===== src/rtl/lcd_pkg.sv =====
// Shared types and constants for the HD44780 refresh sequencer and its shadow buffer.
package lcd_pkg;
  localparam int COL_W  = 4;
  localparam int LINE_W = 1;
  localparam int BUF_AW = LINE_W + COL_W;
  localparam int CNT_W  = 18;

  localparam logic [7:0] LCD_CMD_DDRAM = 8'h80;
  localparam logic [7:0] LCD_LINE2_OFS = 8'h40;
  localparam logic [7:0] LCD_BLANK     = 8'h20;

  typedef enum logic [2:0] {
    ST_PWRUP  = 3'd0,
    ST_INIT_S = 3'd1,
    ST_INIT_W = 3'd2,
    ST_IDLE   = 3'd3,
    ST_ADDR_S = 3'd4,
    ST_ADDR_W = 3'd5,
    ST_CHAR_S = 3'd6,
    ST_CHAR_W = 3'd7
  } lcd_state_e;

  // Set-DDRAM-address command for the start of a display line.
  function automatic logic [7:0] ddram_cmd(input logic line);
    return LCD_CMD_DDRAM | (line ? LCD_LINE2_OFS : 8'h00);
  endfunction
endpackage


===== src/rtl/lcd_char_buf.sv =====
// 2x16 character shadow buffer with per-line dirty flags; a set always beats a clear.
module lcd_char_buf
  import lcd_pkg::*;
(
  input  logic              i_clk,
  input  logic              i_rst_n,
  input  logic              i_we,
  input  logic [BUF_AW-1:0] i_waddr,
  input  logic [7:0]        i_wdata,
  input  logic [BUF_AW-1:0] i_raddr,
  output logic [7:0]        o_rdata,
  input  logic              i_clr_en,
  input  logic              i_clr_line,
  input  logic              i_set_all,
  output logic [1:0]        o_dirty
);
  logic [7:0] r_mem [2**BUF_AW];
  logic [1:0] r_dirty;
  logic [1:0] w_set;
  logic [1:0] w_clr;

  always_comb begin
    w_set = {2{i_set_all}};
    w_clr = 2'b00;
    if (i_we)     w_set[i_waddr[BUF_AW-1]] = 1'b1;
    if (i_clr_en) w_clr[i_clr_line] = 1'b1;
  end

  always_ff @(posedge i_clk) begin
    if (!i_rst_n) begin
      for (int i = 0; i < 2**BUF_AW; i++) r_mem[i] <= LCD_BLANK;
      r_dirty <= 2'b00;
    end else begin
      if (i_we) r_mem[i_waddr] <= i_wdata;
      r_dirty <= (r_dirty & ~w_clr) | w_set;
    end
  end

  assign o_rdata = r_mem[i_raddr];
  assign o_dirty = r_dirty;
endmodule


===== src/rtl/lcd_refresh_ctrl.sv =====
// Replays dirty shadow-buffer lines to the strobe-level LCD FSM, pacing init/dr/wr strobes
// with fixed hold and settle times so the bus side never polls LCD timing.
module lcd_refresh_ctrl
  import lcd_pkg::*;
#(
  parameter int unsigned T_PWRUP  = 150000,
  parameter int unsigned T_INIT   = 20000,
  parameter int unsigned T_CMD    = 400,
  parameter int unsigned STRB_CYC = 8
)(
  input  logic       clk,
  input  logic       rst_n,
  input  logic       buf_we,
  input  logic [4:0] buf_addr,
  input  logic [7:0] buf_data,
  input  logic       reinit,
  output logic       ready,
  output logic       busy,
  output logic       lcd_init,
  output logic       lcd_dr,
  output logic       lcd_wr,
  output logic [7:0] lcd_direc,
  output logic [7:0] lcd_dbi,
  output lcd_state_e o_dbg_state
);
  // buf_we is a fire-and-forget valid: every asserted cycle writes, there is no ready/back-pressure.
  lcd_state_e       r_state, w_state_nxt;
  logic [CNT_W-1:0] r_cnt;
  logic [31:0]      w_cnt_p1;
  logic [COL_W-1:0] r_col, w_col_rd;
  logic             r_line, r_reinit_pend, r_ready, r_busy;
  logic             r_init, r_dr, r_wr;
  logic [7:0]       r_direc, r_dbi, w_rdata;
  logic [1:0]       w_dirty;
  logic             w_pick, w_pick_line, w_init_done, w_cnt_clr;

  lcd_char_buf u_buf (
    .i_clk      (clk),
    .i_rst_n    (rst_n),
    .i_we       (buf_we),
    .i_waddr    (buf_addr),
    .i_wdata    (buf_data),
    .i_raddr    ({r_line, w_col_rd}),
    .o_rdata    (w_rdata),
    .i_clr_en   (w_pick),
    .i_clr_line (w_pick_line),
    .i_set_all  (w_init_done),
    .o_dirty    (w_dirty)
  );

  // Waits compare (count+1) >= limit so a limit of 0 or 1 still spends exactly one cycle.
  assign w_cnt_p1    = {{(32-CNT_W){1'b0}}, r_cnt} + 32'd1;
  assign w_pick      = (r_state == ST_IDLE) && !r_reinit_pend && (w_dirty != 2'b00);
  assign w_pick_line = !w_dirty[0];
  assign w_init_done = (r_state == ST_INIT_W) && (w_cnt_p1 >= T_INIT);
  assign w_col_rd    = (r_state == ST_CHAR_W) ? r_col + COL_W'(1) : r_col;

  always_comb begin
    w_state_nxt = r_state;
    unique case (r_state)
      ST_PWRUP:  if (w_cnt_p1 >= T_PWRUP)  w_state_nxt = ST_INIT_S;
      ST_INIT_S: if (w_cnt_p1 >= STRB_CYC) w_state_nxt = ST_INIT_W;
      ST_INIT_W: if (w_init_done)          w_state_nxt = ST_IDLE;
      ST_IDLE: begin
        if (r_reinit_pend) w_state_nxt = ST_INIT_S;
        else if (w_pick)   w_state_nxt = ST_ADDR_S;
      end
      ST_ADDR_S: if (w_cnt_p1 >= STRB_CYC) w_state_nxt = ST_ADDR_W;
      ST_ADDR_W: if (w_cnt_p1 >= T_CMD)    w_state_nxt = ST_CHAR_S;
      ST_CHAR_S: if (w_cnt_p1 >= STRB_CYC) w_state_nxt = ST_CHAR_W;
      ST_CHAR_W: begin
        if (w_cnt_p1 >= T_CMD) w_state_nxt = (r_col == '1) ? ST_IDLE : ST_CHAR_S;
      end
      default: w_state_nxt = ST_PWRUP;
    endcase
  end

  // The counter keeps running from a strobe state into its wait state, so settle is measured from strobe start.
  assign w_cnt_clr = (w_state_nxt != r_state) &&
                     !(w_state_nxt inside {ST_INIT_W, ST_ADDR_W, ST_CHAR_W});

  always_ff @(posedge clk) begin
    if (!rst_n) begin
      r_state       <= ST_PWRUP;
      r_cnt         <= '0;
      r_col         <= '0;
      r_line        <= 1'b0;
      r_reinit_pend <= 1'b0;
      r_ready       <= 1'b0;
      r_busy        <= 1'b1;
      r_init        <= 1'b0;
      r_dr          <= 1'b0;
      r_wr          <= 1'b0;
      r_direc       <= 8'h00;
      r_dbi         <= 8'h00;
    end else begin
      r_state <= w_state_nxt;
      r_cnt   <= w_cnt_clr ? '0 : r_cnt + CNT_W'(1);
      if (w_init_done)  r_reinit_pend <= 1'b0;
      else if (reinit)  r_reinit_pend <= 1'b1;
      if (w_init_done)  r_ready <= 1'b1;
      if (w_pick) begin
        r_line  <= w_pick_line;
        r_col   <= '0;
        r_direc <= ddram_cmd(w_pick_line);
      end
      if (r_state == ST_CHAR_W && w_state_nxt == ST_CHAR_S) r_col <= r_col + COL_W'(1);
      if (w_state_nxt == ST_CHAR_S && r_state != ST_CHAR_S) r_dbi <= w_rdata;
      r_init <= (w_state_nxt == ST_INIT_S);
      r_dr   <= (w_state_nxt == ST_ADDR_S);
      r_wr   <= (w_state_nxt == ST_CHAR_S);
      r_busy <= (w_state_nxt != ST_IDLE);
    end
  end

  assign ready       = r_ready;
  assign busy        = r_busy;
  assign lcd_init    = r_init;
  assign lcd_dr      = r_dr;
  assign lcd_wr      = r_wr;
  assign lcd_direc   = r_direc;
  assign lcd_dbi     = r_dbi;
  assign o_dbg_state = r_state;
endmodule


===== config.mk =====
export PLATFORM = sky130hd
export DESIGN_NAME = lcd_refresh_ctrl
export DESIGN_NICKNAME = d
export VERILOG_FILES = /design/src/rtl/lcd_pkg.sv /design/src/rtl/lcd_char_buf.sv /design/src/rtl/lcd_refresh_ctrl.sv
export SDC_FILE = /design/constraint.sdc
export NUM_CORES = 1
export LEC_CHECK = 0
export BUFFER_PORTS_ARGS = -buffer_cell sky130_fd_sc_hd__buf_2
export CAP_MARGIN = 20
export CORE_MARGIN = 1
export CORE_UTILIZATION = 62
export DETAILED_ROUTE_END_ITERATION = 12
export PLACE_DENSITY = 0.78
export SLEW_MARGIN = 20
export SYNTH_ARGS = -nofsm -noshare
export SYNTH_HDL_FRONTEND = slang
export SYNTH_SLANG_ARGS = --single-unit

===== constraint.sdc =====
create_clock -name clk -period 3.83 [get_ports clk]
set_input_delay 0.383 -clock clk [delete_from_list [all_inputs] [get_ports clk]]
set_output_delay 0.383 -clock clk [all_outputs]
set_load 0.05 [all_outputs]

# --- Yosys cells after proc, flatten, opt, wreduce, memory -nomap -nowiden ---
# Memories as Yosys holds them, arrays and structs flattened. A register that Yosys moved wholly into a read port is not among the register bits.
# Index checks and enable logic that the tools add are counted.
totals:
  ramBits: 256
  out_inout_bits: 24
  reg_bits: 42
  memories: 1
  word_cells: 93
  inputBits: 17
memory_table:
  columns: ["name", "depth", "width", "rd", "rd_clocked_by_memory_dff", "wr", "line", "source"]
  rows:
  - ["u_buf.r_mem", 32, 8, 1, 1, 32, "lcd_char_buf.sv:17", "logic [7:0] r_mem [2**BUF_AW];"]
op_classes:
  reduce_logical: 19
  n_mux: 28
  n_addsub: 3
  bitwise: 5
  eq_ne: 17
  order_cmp: 8
ops:
  columns: ["cell", "count"]
  rows:
  - ["2-to-1 mux 3 bit", 10]
  - ["== test 3 bit (second input constant)", 8]
  - ["one-hot mux 3 bit (8 select lines)", 1]
  - ["adder 18 x 1 -> 19 bit (second input constant)", 1]
  - ["greater-or-equal comparator 19 x 15 -> 1 bit (second input constant)", 1]
  - ["greater-or-equal comparator 19 x 18 -> 1 bit (second input constant)", 1]
  - ["greater-or-equal comparator 19 x 4 -> 1 bit (second input constant)", 1]
  - ["greater-or-equal comparator 19 x 9 -> 1 bit (second input constant)", 1]
  - ["adder 18 x 1 -> 18 bit (second input constant)", 1]
  - ["2-to-1 mux 4 bit", 3]
  - ["== test 3 x 2 -> 1 bit (second input constant)", 3]
  - ["logical AND 1 bit", 8]
  - ["2-to-1 mux 8 bit", 1]
  - ["OR reduction 8 bit", 1]
  - ["2-to-1 mux 1 bit", 7]
  - ["2-to-1 mux 7 bit", 1]
  - ["== test 3 x 1 -> 1 bit (second input constant)", 2]
  - ["2-to-1 mux 5 bit", 1]
  - ["adder 4 x 1 -> 4 bit (second input constant)", 1]
  - ["== test 4 bit (second input constant)", 1]
  - ["zero test 1 bit", 4]
  - ["< comparator 1 x 2 -> 1 bit (second input constant)", 2]
  - ["2-to-1 mux 2 bit", 2]
  - ["OR 2 bit", 2]
  - ["other kinds (12)", 16]

# --- Logic depth before layout (Yosys ltp) ---
logic_depth:
  depth_word: 11
  ltp_mapped: 12
  depth_no_buf: 10

# --- Modules after synthesis ---
# Synthesis repeated with hierarchy kept, for this count alone.
hier_totals:
  hier_cells: 1076
  hier_area_um2: 14564.0
by_module_without_submodules:
  columns: ["mod", "seq_area_each_um2", "area_each_um2", "n_inst", "cells_per_inst"]
  rows:
  - ["lcd_char_buf", 7727.4, 11911.4, 1, 750]
  - ["lcd_refresh_ctrl", 820.8, 2652.5, 1, 326]

# --- Worst setup path before layout ---
# Ideal clock, no wire load.
synth_path:
  path_type: "register to register"
  startpoint: "register r_state[1] (netlist: o_dbg_state[1])"
  endpoint: "register r_dbi[6] (netlist: lcd_dbi[6]) (read register of u_buf.r_mem)"
  path_stages_with_launch: 13
  period_less_slack_ps: 3165
  path_buffers: 3
  setup_slack_ps: 665
  arrival_ps: 3029
  setup_time_ps: 136
  required_ps: 3694
  cell_sequence: "dfxtp_1 -> buf_2 -> nand3_2 -> nor2_1 -> xnor2_1 -> clkbuf_1 -> clkbuf_1 -> nand3_1 -> a22o_1 -> a32oi_1 -> a21boi_0 -> a21oi_1 -> a211oi_1"
synth_via:
  elab_chain_len: 8
  word_cells_on_any_way: 25
  cone_classes: "eq/ne: 9; mux: 11; reduce/logical: 5"
synth_rtl:
  columns: ["item", "line", "source"]
  rows:
  - ["from (decl)", "lcd_refresh_ctrl.sv:27", "lcd_state_e r_state, w_state_nxt;"]
  - ["from (signal assigned)", "lcd_refresh_ctrl.sv:97", "r_state <= w_state_nxt;"]
  - ["== test 3 x 2 -> 1 bit", "lcd_refresh_ctrl.sv:53, lcd_refresh_ctrl.sv:60", null]
  - ["logical AND 1 bit (2 in a row)", "lcd_refresh_ctrl.sv:53", "assign w_pick = (r_state == ST_IDLE) && !r_reinit_pend && (w_dirty != 2'b00);"]
  - ["2-to-1 mux 3 bit", "lcd_refresh_ctrl.sv:66", "else if (w_pick) w_state_nxt = ST_ADDR_S;"]
  - ["2-to-1 mux 3 bit", "lcd_refresh_ctrl.sv:65", "if (r_reinit_pend) w_state_nxt = ST_INIT_S;"]
  - ["one-hot mux 3 bit (8 select lines)", "lcd_refresh_ctrl.sv:60", "unique case (r_state)"]
  - ["== test 3 bit", "lcd_refresh_ctrl.sv:108", "if (w_state_nxt == ST_CHAR_S && r_state != ST_CHAR_S) r_dbi <= w_rdata;"]
  - ["logical AND 1 bit", "lcd_refresh_ctrl.sv:108", null]
  - ["to (decl)", "lcd_refresh_ctrl.sv:33", "logic [7:0] r_direc, r_dbi, w_rdata;"]
# Several ways; a longest one is shown, not always the timed one.
# A chain may end at the register's enable or synchronous reset.

# --- Worst setup path after layout ---
layout_path:
  startpoint: "register r_cnt[4]"
  endpoint: "register r_dbi[0] (netlist: lcd_dbi[0]) (read register of u_buf.r_mem)"
layout_via:
  elab_chain_len: 7
  word_cells_on_any_way: 16
  cone_classes: "add/sub: 1; order compare: 4; eq/ne: 1; mux: 8; reduce/logical: 2"
layout_rtl:
  columns: ["item", "line", "source"]
  rows:
  - ["from (decl)", "lcd_refresh_ctrl.sv:28", "logic [CNT_W-1:0] r_cnt;"]
  - ["from (signal assigned)", "lcd_refresh_ctrl.sv:98", "r_cnt <= w_cnt_clr ? '0 : r_cnt + CNT_W'(1);"]
  - ["adder 18 x 1 -> 19 bit (*)", "lcd_refresh_ctrl.sv:52", "assign w_cnt_p1 = {{(32-CNT_W){1'b0}}, r_cnt} + 32'd1;"]
  - ["greater-or-equal comparator 19 x 15 -> 1 bit", "lcd_refresh_ctrl.sv:55", "assign w_init_done = (r_state == ST_INIT_W) && (w_cnt_p1 >= T_INIT);"]
  - ["logical AND 1 bit", "lcd_refresh_ctrl.sv:55", null]
  - ["2-to-1 mux 3 bit", "lcd_refresh_ctrl.sv:63", "ST_INIT_W: if (w_init_done) w_state_nxt = ST_IDLE;"]
  - ["one-hot mux 3 bit (8 select lines) (*)", "lcd_refresh_ctrl.sv:60", null]
  - ["== test 3 bit (*)", "lcd_refresh_ctrl.sv:108", null]
  - ["logical AND 1 bit (*)", "lcd_refresh_ctrl.sv:108", null]
# Mark *: on every way between the ends. The rest lies on a longest branch, timed or not.

==> impl_results.md <==
* Status: finished, final reports clean
* PostCTS Resize Cnt at 0
* Postcts setup bufs at 0
* CP Data Required Time at 4.24 ns
* Slew Limit Fails at 0
* Core ar. at 22,800 um^2
* Vias in the first global route at 8,577
* Placer Congestion at 0.925
* Clock Tree Root: clkbuf_16
* Residual DRC at 0
* Static leakage at 5.78 nW
* Worst EP arrival at 3.91 ns
* Area share of the largest cell type after synthesis at 52.9%
* Skew-Pair Late Insertion Delay at 0.55 ns
* I/O pins at 41
* WL per Instance at 20.9 um
* Grt total ovfl at 0
* Finished Layout Cells at 1,448
* Share of cells above drive strength 1 at 20.5%
* Final Hold Viols at 0
* Placed Instance Area at 15,200 um^2
* Total track usage at 26.3%
* Seq/Total Area, Yosys at 58.8%
* Reg clk slew, reported paths at 0.06 ns
* DIE AREA at 24,100 um^2
* CP max-delay cell: or4_1
* Crit-path max cell delay at 0.62 ns
* Antenna violations before repair at 2
* Max Root-Sink Buffers at 3
* Synth Register Bits at 299
* Post-synth ARST share at 0%
* Unrepaired setup endpoints after global routing: no
* Min-delay worst type: in -> reg
* Worst R2R Start: r_cnt[4]
* Reg2Reg Depth at 9
* Final core occ at 71.1%
* Hold Startpoint: reinit
* Period minus WS final at 3.51 ns
* Synth top cells by count: edfxtp_1 (256), and2_1 (228), mux4_2 (70), nor2_1 (69), clkbuf_1 (63)
* Post-route clock period utilization at 91.5%
* YS warnings at 0
* Post-Syn Instances at 1,084
* Slack of the critical path at 0.325 ns
* TritonCTS buffer count at 31
* Peak supply drop at 0.421 mV
* Cell area after synthesis at 14,500 um^2
* CP Cell Sequence: nand4_4 > or4_1 > a21oi_2 > o22ai_1 > o311ai_1 > a21oi_1 > a311oi_4 > and2_1 > a211oi_1
* Maximum fanout along the worst path at 12
* PD cells at 444 nW/um^2
* Largest net degree at the start of global routing at 43
* R2R Setup Slk at 0.32 ns
* Post-Syn Area per Cell at 13.4 um^2
* Area delta synth->final at 11.7%
* Post-synthesis cell type count at 68
* CTS tree: built
* Clock sink total at 299
* Setup_tns at 0 ns
* Final #Nets at 1,129
* Placement Setup Slack at 0.271 ns
* Placed insts at 1,389
* Maximum clock rate at 285 MHz
* Slew margin rel. at 47.2%
* Critical R2R Capture: lcd_dbi[0]
* Top-count cell post-synth: edfxtp_1
* Number of flops mapped to enable cells by yosys at 256
* Crit path capture type: flop
* Yosys top cell by area: edfxtp_1
* Clock skew at 0.0134 ns
* Ys flop type: edfxtp_1
* Crit path launch type: flop
* # hold bufs at CTS at 0
* Drt pass-1 iters at 7
* Chip width at 155 um
* Post-DRT Antenna Nets at 0
* Initial Util at 63.6%
* Iter 0 DRT Violations at 844
* Final Instance Area at 16,200 um^2
* Global-route wire length before repair at 47,700 um
* Worst Hold Path Cells at 3
* PortBufs at 34
* Setup CP Type: reg -> reg
* Top post-synthesis cells by area: edfxtp_1 (53%), mux4_2 (11%), and2_1 (9.8%)
* DPL Wire Length at 20,500 um
* CP Buf/Inv Count at 0
* Total of max-cap violations at 0
* Worst Tran Pin Value at 0.790 ns
* Die H at 155 um
* FP Rows at 55
* Via count at 8,764
* Vias per cell at 6.05
* WL final at 30,300 um
* H-tree depth at 1
* Largest delay share family, worst path: compound AO/OA/AOI/OAI gates
* Hold Path Sink: r_reinit_pend
* Setup Viol. Count Final at 0
[per-layer routing]
layer	vias up	global-route usage, %	share of wire [%]
li1	4062	-	-
met1	4321	35.1	40
met2	326	45.0	50
met3	53	4.32	7.3
met4	2	7.40	2.6
met5	-	0	0.043
[registers in the layout, indices dropped and copies added (netlist names)]
name and flops:
busy 1, lcd_dbi 8, lcd_direc 2, lcd_dr 1, lcd_init 1, lcd_wr 1
o_dbg_state 3, r_cnt 18, r_col 4, r_reinit_pend 1, ready 1, u_buf.o_dirty 2
u_buf.r_mem 256
[through the flow]
stage	total power [mW]	hold slack [ns]
final	7.20	0.107
after global routing	7.40	0.119
after CTS	7.24	0.0833
after detailed placement	4.12	0.463
after global placement	4.10	0.446
after floorplan	3.99	0.485
[logic make-up (layout without fill, tap and decap cells)]
family	Yosys count	after routing	synth area share (%)
other	1	7	0.0258
muxes	107	107	13.5
adders and majority gates	3	3	0.258
buffers and inverters	100	145	3.07
AOI/OAI and AO/OA	105	105	4.81
and+or+nand+nor	445	445	18.1
xor gates and xnor gates	24	24	1.45
DFF	299	299	58.8
[power by group]
group	switching, mW	internal [mW]
clock	1.22	1.94
combinational	0.205	0.120
sequential	0.0470	3.68
total	1.47	5.74
[area by class of cell]
cell class	count	area, um^2
flip-flops and latches	299	8550
fillers	1537	6600
multi-input cells	690	5620
clock buffers	41	876
repair buffers	82	581
well taps	313	392
clock inverters	17	209
inverters	5	18.8
diodes	1	2.50
[placed cells by master, fill, tap and decap left out, types with 33 or more instances in the layout]
| cell | netlist | layout |
|---|---|---|
| edfxtp_1 | 256 | 256 |
| and2_1 | 228 | 228 |
| mux4_2 | 70 | 70 |
| nor2_1 | 69 | 69 |
| buf_4 | 12 | 44 |
| dfxtp_1 | 43 | 43 |
| o21ai_0 | 41 | 39 |
| or3_1 | 38 | 38 |
| mux2i_1 | 35 | 35 |
| buf_2 | 14 | 34 |
| clkbuf_16 | 0 | 33 |
[tightest hold or removal path, delay by kind of cell]
family,cells,cell delay (ns)
and+or+nand+nor,1,0.10
buffers and inverters,1,0.08
AOI/OAI and AO/OA,1,0.06
[worst max-delay path by stage]
stage / startpoint / end / depth (start not counted)
after floorplan: o_dbg_state[1] / lcd_dbi[6] / 12
after global placement: r_cnt[0] / lcd_dbi[4] / 10
after detailed placement: r_cnt[0] / lcd_dbi[7] / 10
after CTS: r_cnt[0] / lcd_dbi[0] / 10
after global routing: r_cnt[0] / lcd_dbi[3] / 10
final: r_cnt[4] / lcd_dbi[0] / 9
Power figures use the tool's default switching activity.
